**src/rtl/csc_mat_gen_if.sv**
```systemverilog
// csc_mat_gen_if
// Bundles the parameter-load handshake and the CSC entry stream of
// csc_mat_gen.
//   parameter side : par_vld/par_rdy, z0, z1, s_r/s_i, a0_r/a0_i, a1_r/a1_i
//   entry stream   : out_vld/out_rdy, col_idx, row_idx, val_r, val_i,
//                    col_ptr, col_last, mat_last, nnz_total
// The master modport is the producer of parameters and consumer of entries
// (the environment); the slave modport is the generator itself.
interface csc_mat_gen_if #(
  parameter int DATA_W       = 32,
  parameter int SUBCAR_NUM   = 16,
  parameter int OFDM_SYM_NUM = 16
);
  localparam int N  = SUBCAR_NUM * OFDM_SYM_NUM;
  localparam int IW = $clog2(N);
  localparam int PW = $clog2(3 * N + 1);

  logic              par_vld;
  logic              par_rdy;
  logic [IW-1:0]     z0;
  logic [IW-1:0]     z1;
  logic [DATA_W-1:0] s_r;
  logic [DATA_W-1:0] s_i;
  logic [DATA_W-1:0] a0_r;
  logic [DATA_W-1:0] a0_i;
  logic [DATA_W-1:0] a1_r;
  logic [DATA_W-1:0] a1_i;

  logic              out_vld;
  logic              out_rdy;
  logic [IW-1:0]     col_idx;
  logic [IW-1:0]     row_idx;
  logic [DATA_W-1:0] val_r;
  logic [DATA_W-1:0] val_i;
  logic [PW-1:0]     col_ptr;
  logic              col_last;
  logic              mat_last;
  logic [PW-1:0]     nnz_total;

  modport master (
    output par_vld, z0, z1, s_r, s_i, a0_r, a0_i, a1_r, a1_i, out_rdy,
    input  par_rdy, out_vld, col_idx, row_idx, val_r, val_i,
           col_ptr, col_last, mat_last, nnz_total
  );

  modport slave (
    input  par_vld, z0, z1, s_r, s_i, a0_r, a0_i, a1_r, a1_i, out_rdy,
    output par_rdy, out_vld, col_idx, row_idx, val_r, val_i,
           col_ptr, col_last, mat_last, nnz_total
  );
endinterface

```
**src/rtl/csc_mat_gen.sv**
```systemverilog
// csc_mat_gen
// Streams a three-diagonal complex matrix (main diagonal s plus two cyclic
// diagonals a0/a1 offset by z0/z1 rows) in CSC order, one entry per
// out_vld&out_rdy handshake, with running column pointer and total count.
// Ports:
//   clk  - clock, rising edge
//   rst  - asynchronous, active-high reset
//   bus  - csc_mat_gen_if.slave: parameter handshake in, entry stream out
// Build option:
//   CSC_ROW_SORT_EN - when defined, entries of a column leave in ascending
//                     row order; otherwise in diagonal order s, a0, a1.
//
// state | meaning
// ------+----------------------------------------------------------------
// IDLE  | par_rdy=1, waiting for a parameter set; stream outputs held at 0
// RUN   | emitting entries column by column until the mat_last handshake
module csc_mat_gen #(
  parameter int DATA_W       = 32,
  parameter int SUBCAR_NUM   = 16,
  parameter int OFDM_SYM_NUM = 16,
  parameter int NNZ_COL      = 3
) (
  input logic          clk,
  input logic          rst,
  csc_mat_gen_if.slave bus
);

  localparam int N  = SUBCAR_NUM * OFDM_SYM_NUM;
  localparam int IW = $clog2(N);
  localparam int PW = $clog2(3 * N + 1);

  localparam logic [IW+1:0] N_1X     = (IW + 2)'(N);
  localparam logic [IW+1:0] N_2X     = (IW + 2)'(2 * N);
  localparam logic [IW-1:0] COL_LAST = IW'(N - 1);
  localparam bit            USE_K1   = (NNZ_COL > 1);
  localparam bit            USE_K2   = (NNZ_COL > 2);

  typedef enum logic {
    IDLE = 1'b0,
    RUN  = 1'b1
  } state_t;

  state_t state, state_nxt;

  logic [IW-1:0]     z0_q, z1_q;
  logic [DATA_W-1:0] s_r_q, s_i_q, a0_r_q, a0_i_q, a1_r_q, a1_i_q;
  logic [IW-1:0]     col_q;
  logic [1:0]        ent_q;
  logic [PW-1:0]     col_ptr_q;

  logic [IW-1:0]     cand_row [3];
  logic [DATA_W-1:0] cand_r   [3];
  logic [DATA_W-1:0] cand_i   [3];
  logic              cand_v   [3];
  logic [1:0]        cand_rank[3];
  logic              m10, m20, m21;
  logic [1:0]        ent_cnt;
  logic [IW-1:0]     sel_row;
  logic [DATA_W-1:0] sel_r, sel_i;
  logic              last_ent;
  logic              last_col;
  logic              par_hs, out_hs;

  // Offsets may exceed N-1 when N is not a power of two, so the sum can
  // reach up to 3N-2; at most two conditional subtractions give exact mod N.
  function automatic logic [IW-1:0] wrap_add(input logic [IW-1:0] a,
                                             input logic [IW-1:0] b);
    logic [IW+1:0] sum;
    sum = {2'b00, a} + {2'b00, b};
    if (sum >= N_2X)
      sum = sum - N_2X;
    else if (sum >= N_1X)
      sum = sum - N_1X;
    return IW'(sum);
  endfunction

  // Candidates of the current column. Duplicates fold into the earliest k,
  // which is what keeps k order for the unsorted stream.
  always_comb begin
    cand_row[0] = col_q;
    cand_row[1] = wrap_add(col_q, z0_q);
    cand_row[2] = wrap_add(col_q, z1_q);

    m10 = USE_K1 && (cand_row[1] == cand_row[0]);
    m20 = USE_K2 && (cand_row[2] == cand_row[0]);
    m21 = USE_K2 && (cand_row[2] == cand_row[1]);

    cand_v[0] = 1'b1;
    cand_v[1] = USE_K1 && !m10;
    cand_v[2] = USE_K2 && !m20 && !m21;

    cand_r[0] = s_r_q + (m10 ? a0_r_q : '0) + (m20 ? a1_r_q : '0);
    cand_i[0] = s_i_q + (m10 ? a0_i_q : '0) + (m20 ? a1_i_q : '0);
    cand_r[1] = a0_r_q + (m21 ? a1_r_q : '0);
    cand_i[1] = a0_i_q + (m21 ? a1_i_q : '0);
    cand_r[2] = a1_r_q;
    cand_i[2] = a1_i_q;

    ent_cnt = {1'b0, cand_v[0]} + {1'b0, cand_v[1]} + {1'b0, cand_v[2]};
  end

  // Output slot of each surviving candidate: the number of surviving
  // candidates that must leave before it.
  always_comb begin
    for (int i = 0; i < 3; i++) begin
      cand_rank[i] = 2'd0;
      for (int j = 0; j < 3; j++) begin
`ifdef CSC_ROW_SORT_EN
        if (j != i && cand_v[j] && (cand_row[j] < cand_row[i]))
          cand_rank[i] = cand_rank[i] + 2'd1;
`else
        if (j < i && cand_v[j])
          cand_rank[i] = cand_rank[i] + 2'd1;
`endif
      end
    end
  end

  always_comb begin
    sel_row = '0;
    sel_r   = '0;
    sel_i   = '0;
    for (int i = 0; i < 3; i++) begin
      if (cand_v[i] && (cand_rank[i] == ent_q)) begin
        sel_row = cand_row[i];
        sel_r   = cand_r[i];
        sel_i   = cand_i[i];
      end
    end
  end

  assign last_ent = (ent_q == (ent_cnt - 2'd1));
  assign last_col = (col_q == COL_LAST);
  assign par_hs   = (state == IDLE) && bus.par_vld;
  assign out_hs   = (state == RUN) && bus.out_rdy;

  // FSM: state register
  always_ff @(posedge clk or posedge rst) begin
    if (rst)
      state <= IDLE;
    else
      state <= state_nxt;
  end

  // FSM: next state
  always_comb begin
    state_nxt = state;
    case (state)
      IDLE: if (bus.par_vld) state_nxt = RUN;
      RUN:  if (bus.out_rdy && last_ent && last_col) state_nxt = IDLE;
      default: state_nxt = IDLE;
    endcase
  end

  // FSM: outputs; everything on the stream side is forced to 0 outside RUN
  always_comb begin
    bus.par_rdy   = (state == IDLE);
    bus.out_vld   = 1'b0;
    bus.col_idx   = '0;
    bus.row_idx   = '0;
    bus.val_r     = '0;
    bus.val_i     = '0;
    bus.col_ptr   = '0;
    bus.col_last  = 1'b0;
    bus.mat_last  = 1'b0;
    bus.nnz_total = '0;
    if (state == RUN) begin
      bus.out_vld   = 1'b1;
      bus.col_idx   = col_q;
      bus.row_idx   = sel_row;
      bus.val_r     = sel_r;
      bus.val_i     = sel_i;
      bus.col_ptr   = col_ptr_q;
      bus.col_last  = last_ent;
      bus.mat_last  = last_ent && last_col;
      bus.nnz_total = col_ptr_q + PW'(ent_cnt);
    end
  end

  // Parameter latch and column/entry walk
  always_ff @(posedge clk or posedge rst) begin
    if (rst) begin
      z0_q      <= '0;
      z1_q      <= '0;
      s_r_q     <= '0;
      s_i_q     <= '0;
      a0_r_q    <= '0;
      a0_i_q    <= '0;
      a1_r_q    <= '0;
      a1_i_q    <= '0;
      col_q     <= '0;
      ent_q     <= '0;
      col_ptr_q <= '0;
    end else if (par_hs) begin
      z0_q      <= bus.z0;
      z1_q      <= bus.z1;
      s_r_q     <= bus.s_r;
      s_i_q     <= bus.s_i;
      a0_r_q    <= bus.a0_r;
      a0_i_q    <= bus.a0_i;
      a1_r_q    <= bus.a1_r;
      a1_i_q    <= bus.a1_i;
      col_q     <= '0;
      ent_q     <= '0;
      col_ptr_q <= '0;
    end else if (out_hs) begin
      if (last_ent) begin
        ent_q     <= '0;
        col_q     <= col_q + IW'(1);
        col_ptr_q <= col_ptr_q + PW'(ent_cnt);
      end else begin
        ent_q <= ent_q + 2'd1;
      end
    end
  end

endmodule

```
**src/flat_wrapper.sv**
```systemverilog
// flat-port wrapper written by rule: the top's interface ports become plain ports
module csc_mat_gen_flat 
#(
  parameter int DATA_W       = 32,
  parameter int SUBCAR_NUM   = 16,
  parameter int OFDM_SYM_NUM = 16,
  parameter int NNZ_COL      = 3
)
  (clk, rst, bus_par_vld, bus_z0, bus_z1, bus_s_r, bus_s_i, bus_a0_r, bus_a0_i, bus_a1_r, bus_a1_i, bus_out_rdy, bus_par_rdy, bus_out_vld, bus_col_idx, bus_row_idx, bus_val_r, bus_val_i, bus_col_ptr, bus_col_last, bus_mat_last, bus_nnz_total);
  csc_mat_gen_if #(.DATA_W(DATA_W), .SUBCAR_NUM(SUBCAR_NUM), .OFDM_SYM_NUM(OFDM_SYM_NUM)) bus_i ();
  input logic clk;
  input logic rst;
  input wire logic [$bits(bus_i.par_vld)-1:0] bus_par_vld;
  input wire logic [$bits(bus_i.z0)-1:0] bus_z0;
  input wire logic [$bits(bus_i.z1)-1:0] bus_z1;
  input wire logic [$bits(bus_i.s_r)-1:0] bus_s_r;
  input wire logic [$bits(bus_i.s_i)-1:0] bus_s_i;
  input wire logic [$bits(bus_i.a0_r)-1:0] bus_a0_r;
  input wire logic [$bits(bus_i.a0_i)-1:0] bus_a0_i;
  input wire logic [$bits(bus_i.a1_r)-1:0] bus_a1_r;
  input wire logic [$bits(bus_i.a1_i)-1:0] bus_a1_i;
  input wire logic [$bits(bus_i.out_rdy)-1:0] bus_out_rdy;
  output wire logic [$bits(bus_i.par_rdy)-1:0] bus_par_rdy;
  output wire logic [$bits(bus_i.out_vld)-1:0] bus_out_vld;
  output wire logic [$bits(bus_i.col_idx)-1:0] bus_col_idx;
  output wire logic [$bits(bus_i.row_idx)-1:0] bus_row_idx;
  output wire logic [$bits(bus_i.val_r)-1:0] bus_val_r;
  output wire logic [$bits(bus_i.val_i)-1:0] bus_val_i;
  output wire logic [$bits(bus_i.col_ptr)-1:0] bus_col_ptr;
  output wire logic [$bits(bus_i.col_last)-1:0] bus_col_last;
  output wire logic [$bits(bus_i.mat_last)-1:0] bus_mat_last;
  output wire logic [$bits(bus_i.nnz_total)-1:0] bus_nnz_total;
  assign bus_i.par_vld = bus_par_vld;
  assign bus_i.z0 = bus_z0;
  assign bus_i.z1 = bus_z1;
  assign bus_i.s_r = bus_s_r;
  assign bus_i.s_i = bus_s_i;
  assign bus_i.a0_r = bus_a0_r;
  assign bus_i.a0_i = bus_a0_i;
  assign bus_i.a1_r = bus_a1_r;
  assign bus_i.a1_i = bus_a1_i;
  assign bus_i.out_rdy = bus_out_rdy;
  assign bus_par_rdy = bus_i.par_rdy;
  assign bus_out_vld = bus_i.out_vld;
  assign bus_col_idx = bus_i.col_idx;
  assign bus_row_idx = bus_i.row_idx;
  assign bus_val_r = bus_i.val_r;
  assign bus_val_i = bus_i.val_i;
  assign bus_col_ptr = bus_i.col_ptr;
  assign bus_col_last = bus_i.col_last;
  assign bus_mat_last = bus_i.mat_last;
  assign bus_nnz_total = bus_i.nnz_total;
  csc_mat_gen #(.DATA_W(DATA_W), .SUBCAR_NUM(SUBCAR_NUM), .OFDM_SYM_NUM(OFDM_SYM_NUM), .NNZ_COL(NNZ_COL)) u_core (.clk(clk), .rst(rst), .bus(bus_i));
endmodule
```
**config.mk**
```make
export PLATFORM = sky130hd
export DESIGN_NAME = csc_mat_gen_flat
export DESIGN_NICKNAME = d
export VERILOG_FILES = /design/src/rtl/csc_mat_gen_if.sv /design/src/rtl/csc_mat_gen.sv /design/src/flat_wrapper.sv
export SDC_FILE = /design/constraint.sdc
export NUM_CORES = 1
export LEC_CHECK = 0
export BUFFER_PORTS_ARGS = -buffer_cell sky130_fd_sc_hd__buf_2
export CAP_MARGIN = 5
export CORE_MARGIN = 3
export CORE_UTILIZATION = 59
export CTS_CLUSTER_SIZE = 16
export DETAILED_ROUTE_END_ITERATION = 7
export HOLD_SLACK_MARGIN = 0.12
export PLACE_DENSITY = 0.78
export SLEW_MARGIN = 20
export SYNTH_ARGS = -nofsm -noshare
export SYNTH_HDL_FRONTEND = slang
export SYNTH_SLANG_ARGS = --single-unit
export TNS_END_PERCENT = 30
```
**constraint.sdc**
```tcl
create_clock -name clk -period 10.9 [get_ports clk]
set_input_delay 2.18 -clock clk [delete_from_list [all_inputs] [get_ports clk]]
set_output_delay 2.18 -clock clk [all_outputs]
set_load 0.02 [all_outputs]
```
# Word-level counts from Yosys, hierarchy flattened
# Cells that the tools add are included.
classes:
  add_sub_neg: 18
  magnitude_cmp: 4
  eq_ne: 7
  muxes: 41
  n_bitwise: 1
  reduce_logical: 15
ops:
  columns: ["cell", "n"]
  rows:
  - ["two-way mux 32 bit", 14]
  - ["adder 32 bit", 6]
  - ["two-way mux 8 bit", 12]
  - ["two-way mux 10 bit", 5]
  - ["subtractor 8 x 1 -> 8 bit (second input constant)", 4]
  - ["equality test 8 bit", 3]
  - ["greater-or-equal comparator 9 x 10 -> 1 bit (second input constant)", 2]
  - ["adder 8 x 8 -> 9 bit", 2]
  - ["greater-or-equal comparator 9 bit (second input constant)", 2]
  - ["adder 10 x 2 -> 10 bit", 1]
  - ["adder 8 x 1 -> 8 bit (second input constant)", 1]
  - ["equality test 8 bit (second input constant)", 1]
  - ["logical AND 1 bit", 8]
  - ["two-way mux 2 bit", 4]
  - ["two-way mux 1 bit", 5]
  - ["equality test 2 bit", 2]
  - ["nonzero test 2 bit", 2]
  - ["logical NOT 1 bit", 3]
  - ["adder 1 x 1 -> 2 bit (first input constant)", 1]
  - ["adder 2 x 1 -> 2 bit", 1]
  - ["adder 2 x 1 -> 2 bit (second input constant)", 1]
  - ["equality test 1 x 2 -> 1 bit (first input constant)", 1]
  - ["logical NOT 2 bit", 1]
  - ["case mux 1 bit (2 select lines)", 1]
  - ["3 further kinds", 3]
totals:
  reg_bits: 229
  input_bits: 212
  output_inout_bits: 104
  elab_cells: 98

# Logic depth before layout (Yosys ltp)
logic_depth:
  depth_word: 14
  depth_mapped: 25
  depth_no_buf: 23

# Worst setup path before layout
# OpenSTA, ideal clock, no wires.
synth_timing:
  kind: "register to output"
  from: "register u_core.col_q[1]"
  to: "output port bus_val_i[19]"
  arrival_time_ps: 6263
  required_time_ps: 8720
  path_slack_ps: 2457
  path_stages_with_launch: 24
  path_buffers: 2
  path_cell_list: "dfrtp_1 inv_1 fa_1 xnor2_1 or4_1 a2111o_1 nor4_4 buf_4 clkbuf_1 nand2_1 fa_1 inv_1 ha_1 fa_1 a211o_1 o211ai_1 a21oi_1 a31o_2 a21boi_0 o211ai_1 a21oi_1 xnor2_1 a31oi_1 a21oi_1"
synth_between:
  elab_chain_cells: 12
  elab_cells_between_ends: 35
  classes_between: "9 x add/sub; 4 x order compare; 4 x eq/ne; 12 x mux; 6 x reduce/logical"
synth_lines:
  columns: ["element", "line", "source"]
  rows:
  - ["start, declared", "csc_mat_gen.sv:47", "logic [IW-1:0] col_q;"]
  - ["start signal, assigned", "csc_mat_gen.sv:209", "col_q <= col_q + IW'(1);"]
  - ["adder 8 x 8 -> 9 bit", "csc_mat_gen.sv:69", "sum = {2'b00, a} + {2'b00, b};"]
  - ["subtractor 8 x 1 -> 8 bit or greater-or-equal comparator 9 bit (tied branches)", "csc_mat_gen.sv:71, csc_mat_gen.sv:73, csc_mat_gen.sv:72", null]
  - ["two-way mux 8 bit", "csc_mat_gen.sv:72", "else if (sum >= N_1X)"]
  - ["two-way mux 8 bit", "csc_mat_gen.sv:70", "if (sum >= N_2X)"]
  - ["equality test 8 bit", "csc_mat_gen.sv:84", "m10 = USE_K1 && (cand_row[1] == cand_row[0]);"]
  - ["two-way mux 32 bit", "csc_mat_gen.sv:93", "cand_i[0] = s_i_q + (m10 ? a0_i_q : '0) + (m20 ? a1_i_q : '0);"]
  - ["adder 32 bit (2 in series)", "csc_mat_gen.sv:93", null]
  - ["two-way mux 32 bit (2 in series)", "csc_mat_gen.sv:124", "if (cand_v[i] && (cand_rank[i] == ent_q)) begin"]
  - ["two-way mux 32 bit (*)", "csc_mat_gen.sv:124", null]
  - ["two-way mux 32 bit (*)", "csc_mat_gen.sv:167", "if (state == RUN) begin"]
  - ["end, declared", "flat_wrapper.sv:28", "output wire logic [$bits(bus_i.val_i)-1:0] bus_val_i;"]
# Mark *: on every way between the ends. The rest lies on a longest branch, timed or not.

# Worst setup path after layout
layout_timing:
  from: "register u_core.col_q[0]"
  to: "output port bus_val_i[30]"
# Same word-level chain as after synthesis.

==> impl_summary.md <==
CTS
The count of hold-fix buffers inserted at cts is 0. The clock latency on the worst-skew pair is 0.56 ns. Clock tree synthesis found a total of 229 sinks.

The number of cells upsized or downsized after cts is 0. Clock tree synthesis selected as its root buffer the cell clkbuf_16. TritonCTS created 26 clock buffers. After clock tree synthesis, the clock-pin slew on the worst setup and hold paths is 0.06 ns.

The buffer levels on the longest clock path is 3. After clock tree synthesis, the setup repair step added 0 buffers. TritonCTS built the clock tree.

The number of H-tree branching levels is 1.

Critical path
The kind of capture point of the worst setup path is an output pin. The largest fanout on the critical path is 33. The worst setup path startpoint is u_core.col_q[0]. The critical setup path kind is reg2out. The required time of the worst setup path is 8.72 ns. The launching point of the worst reg2reg path is u_core.col_q[0].

The worst endpoint data arrival time is about 8.1 ns. The type of element launching the critical path is a register.

Routing
The detailed-router iteration count before antenna repair is 7. In the routed layout, each cell is associated on average with a via count of around 6.0. Summed over all layers, the routed wires come to 63,200 µm.

In the routed design, unresolved DRC markers number 0. The average wire length per cell after detail routing is 18.68 µm. The initial DRC count is 1,883.

The count of antenna-violating nets left after detailed routing is 0. The overall via count from detail_route is 20.17k.

Logic synthesis
After synthesis, the share of flip-flops with an asynchronous set or reset is 100.0%. The post-synthesis area per instance is about 7.6 µm². The number of nets in the synthesized netlist is 3,114.

The synthesis warning total is 0. The number of flops mapped to enable cells by yosys is 0. The most instantiated flip-flop cell in the synthesis netlist is dfrtp_1. The distinct cell type count of the synthesized netlist is 79. The summed instance area of the synthesized netlist is 20,470 µm². After synthesis, flip-flops and latches occupy 28.00% of the total area.

After technology mapping, the gate count stands at 2,690. The total of flip-flops plus latches after synthesis is 229.

Timing
The total count of hold-check failures in the final report was 0. The number of max-slew violations in the final report is 0. For the final database, setup skew stands at approximately 0.0060 ns. Setup repair after global routing left no endpoint under its margin. The fraction of the cycle the final worst path needs is 94.01%.

Measured against its own limit, the worst slew margin works out to 22.88%. The final critical delay including setup and external delays is 10.25 ns. The number of setup violations in the final report is 0.

Based on the critical path, the design can be clocked at up to 0.09759 GHz. After layout, the worst setup slack is 0.6530 ns. Summed over all failing endpoints, the final setup total negative slack is 0 ns. The transition at the pin with the smallest max-transition slack is 1.157 ns.

Power and ir drop
The share of total power in the clock network is 17.8%. The part of the total power dissipated in sequential elements is around a quarter. For this design the total switching power over the nets is between 0.002 and 0.003 W.

Per report_power, the combinational group accounts for 56.5% of the total. In this run the static leakage power is 12.19 nW. The power density over the cells is around 230 nW/µm². Net switching is around half of the power. The internal power summed over all cells is 0.002777 W. The worst supply voltage drop on vdd is 0.1922 mV.

Placement
OpenSTA, run right after detailed placement, puts the worst setup slack at roughly 1.5 ns. In this run the tool buffered the top-level ports with approximately 320 buffer cells. At the end of routability-driven placement, the weighted congestion stood at 0.9489. The detailed placement HPWL is 46,150 µm.

Floorplan
The initial utilization of the core area, before any placement, comes to 60.43%. In this run the horizontal extent of the chip is 192.3 µm. The number of rows created at floorplan is 67. The number of top-level pins is about 320. In this run the standard cell core region covers 33,870 µm².

From bottom edge to top edge, the die measures 192.3 µm. The floorplan step defined a die boundary enclosing 36,960 µm².

Run
The max-cap check violation count is 0.

Final layout
After the last flow step, the layout net total stands at 3,341. The relative area change from synthesis to final layout is 13.38%. In the final layout, the share of cells above drive strength 1 is 14.07%.

Global route
The first global-routing pass estimated a little over 100,000 µm of wire. The pin count of the biggest net entering global routing is 101. The number of antenna violations at the first check in global routing is 2. The number of global-route vias before repair is 19.56k.

The total overflow left after global routing is 0. Global routing used roughly 34% of the available tracks across all layers.

Run status
The flow ran to the end, and the final reports show no timing, DRC or antenna violations.

Hold path
The start point of the worst min-delay path is u_core.z1_q[6]. The tightest min-delay check is of the reg2reg type.
==> final timing paths <==
| kind | end | slack, ns | cells past startpoint |
|---|---|---|---|
| hold reg to reg | u_core.z1_q[6] | 0.49 | 2 |
| min in group asynchronous | u_core.a0_i_q[5] | 1.73 | 2 |
| setup / recovery | bus_val_i[30] | 0.65 | 24 |
| hold / removal | u_core.z1_q[6] | 0.49 | 2 |
| max in group asynchronous | u_core.state | 7.74 | 3 |
| setup reg to reg | u_core.col_q[7] | 4.26 | 18 |
==> cell usage after synthesis (all sizes together), types with 5 or more instances <==
master	instances	share of area, %
nand4	11	0.34
and2	84	2.6
a211o	7	0.30
o31ai	7	0.26
a221oi	31	1.3
nand3	53	1.3
nand4b	5	0.21
nor2	154	2.8
a21o	47	1.7
a31o	7	0.30
o21bai	10	0.37
o21ai	162	4.0
dfrtp	229	28
o21a	11	0.40
ha	143	8.7
and4	5	0.21
nor3b	7	0.26
nor2b	17	0.52
a311oi	30	1.3
and3	19	0.58
inv	221	4.1
nor3	58	1.5
nand2b	10	0.31
nor4	7	0.29
clkbuf	111	2.0
or2	6	0.18
a32o	8	0.39
o211ai	13	0.48
a31oi	20	0.61
or3	10	0.31
fa	69	6.7
xnor2	86	3.7
xor2	58	2.5
nand2	728	13
buf	26	0.66
a211oi	20	0.73
a21oi	124	3.0
a2111oi	7	0.30
==> power by group through the flow <==
stage	combinational, W	clock, W	sequential [W]
after floorplan	0.00214	0	0.00128
after global placement	0.00295	0	0.00138
after detailed placement	0.00299	0	0.00138
after CTS	0.00301	0.000971	0.00137
after global routing	0.00334	0.00100	0.00141
final	0.00305	0.000958	0.00138
==> cell families after synthesis <==
kind of cell | synth area share (%)
AND/OR/NAND/NOR | 25.08
AO/OA/AOI/OAI | 17.83
buffers and inverters | 6.749
flip-flops | 28.00
adder cells (fa/ha/maj) | 15.49
XOR/XNOR | 6.645
multiplexers | 0.2078
==> layer usage <==
layer | part of all wire, % | GRT usage [%]
met5 | 0.043 | 0
met2 | 45 | 54.53
met3 | 8.6 | 6.213
met1 | 43 | 46.63
met4 | 3.3 | 10.76
==> flip-flops by register name, indices dropped and copies added, names as in the netlist <==
register and flops:
u_core.z1_q 8, u_core.a1_i_q 32, u_core.a0_r_q 32, u_core.s_r_q 32
u_core.z0_q 8, u_core.s_i_q 32, u_core.col_q 8, u_core.a0_i_q 32
u_core.state 1, u_core.a1_r_q 32, u_core.col_ptr_q 10, u_core.ent_q 2
==> worst max-delay path: stages (launching register included) <==
cell and delay (ns):
dfrtp_1 0.54, ha_1 0.25, inv_1 0.06, fa_1 0.39, nand2b_1 0.19, a211oi_1 0.53
o41ai_1 0.22, o211a_1 0.25, nor3_1 0.40, and3_2 0.74, buf_12 0.27, and2_1 0.15
ha_1 0.22, fa_1 0.26, a211oi_1 0.11, nor3_1 0.45, o21ai_0 0.30, a211o_1 0.37
nand2_1 0.19, a221o_1 0.27, a221oi_1 0.13, and4_1 0.21, nor4_1 0.54, a21oi_1 0.22
buf_2 0.22
==> placed cells by master, fill, tap and decap left out, types with 27 or more instances in the layout <==
cell       count
nand3_1       53
inv_1        218
nor2_1       154
a21o_1        47
nor3_1        56
a221oi_1      31
a311oi_1      30
ha_1         142
xor2_1        58
o21ai_0      160
fa_1          69
xnor2_1       85
clkbuf_16     27
dfrtp_1      228
buf_2        315
a21oi_1      124
and2_1        83
nand2_1      726
==> stage by stage <==
step | instances | utilization, % | total power [W] | hold slack (ns) | area (µm²)
final | 3384 | 68.52 | 0.005389 | 0.4891 | 23200
after detailed placement | 3337 | 65.76 | 0.004372 | 0.4737 | 22270
after global placement | 3337 | 65.76 | 0.004328 | 0.4702 | 22270
after global routing | 3383 | 68.51 | 0.005755 | 0.5098 | 23200
after CTS | 3383 | 68.51 | 0.005359 | 0.4884 | 23200
after floorplan | 2690 | - | 0.003427 | 0.4497 | 20470
==> final cells by class <==
cell class                      count  area [µm²]
Multi-Input combinational cell   2103       13380
Inverter                          221       837.1
Tap cell                          448       560.5
Clock inverter                      7       140.1
Fill cell                        2899       10660
Sequential cell                   229        5732
Timing Repair Buffer              336        1759
Antenna cell                        1       2.502
Clock buffer                       39       790.8
No activity file was read; power rests on OpenSTA's default activity.
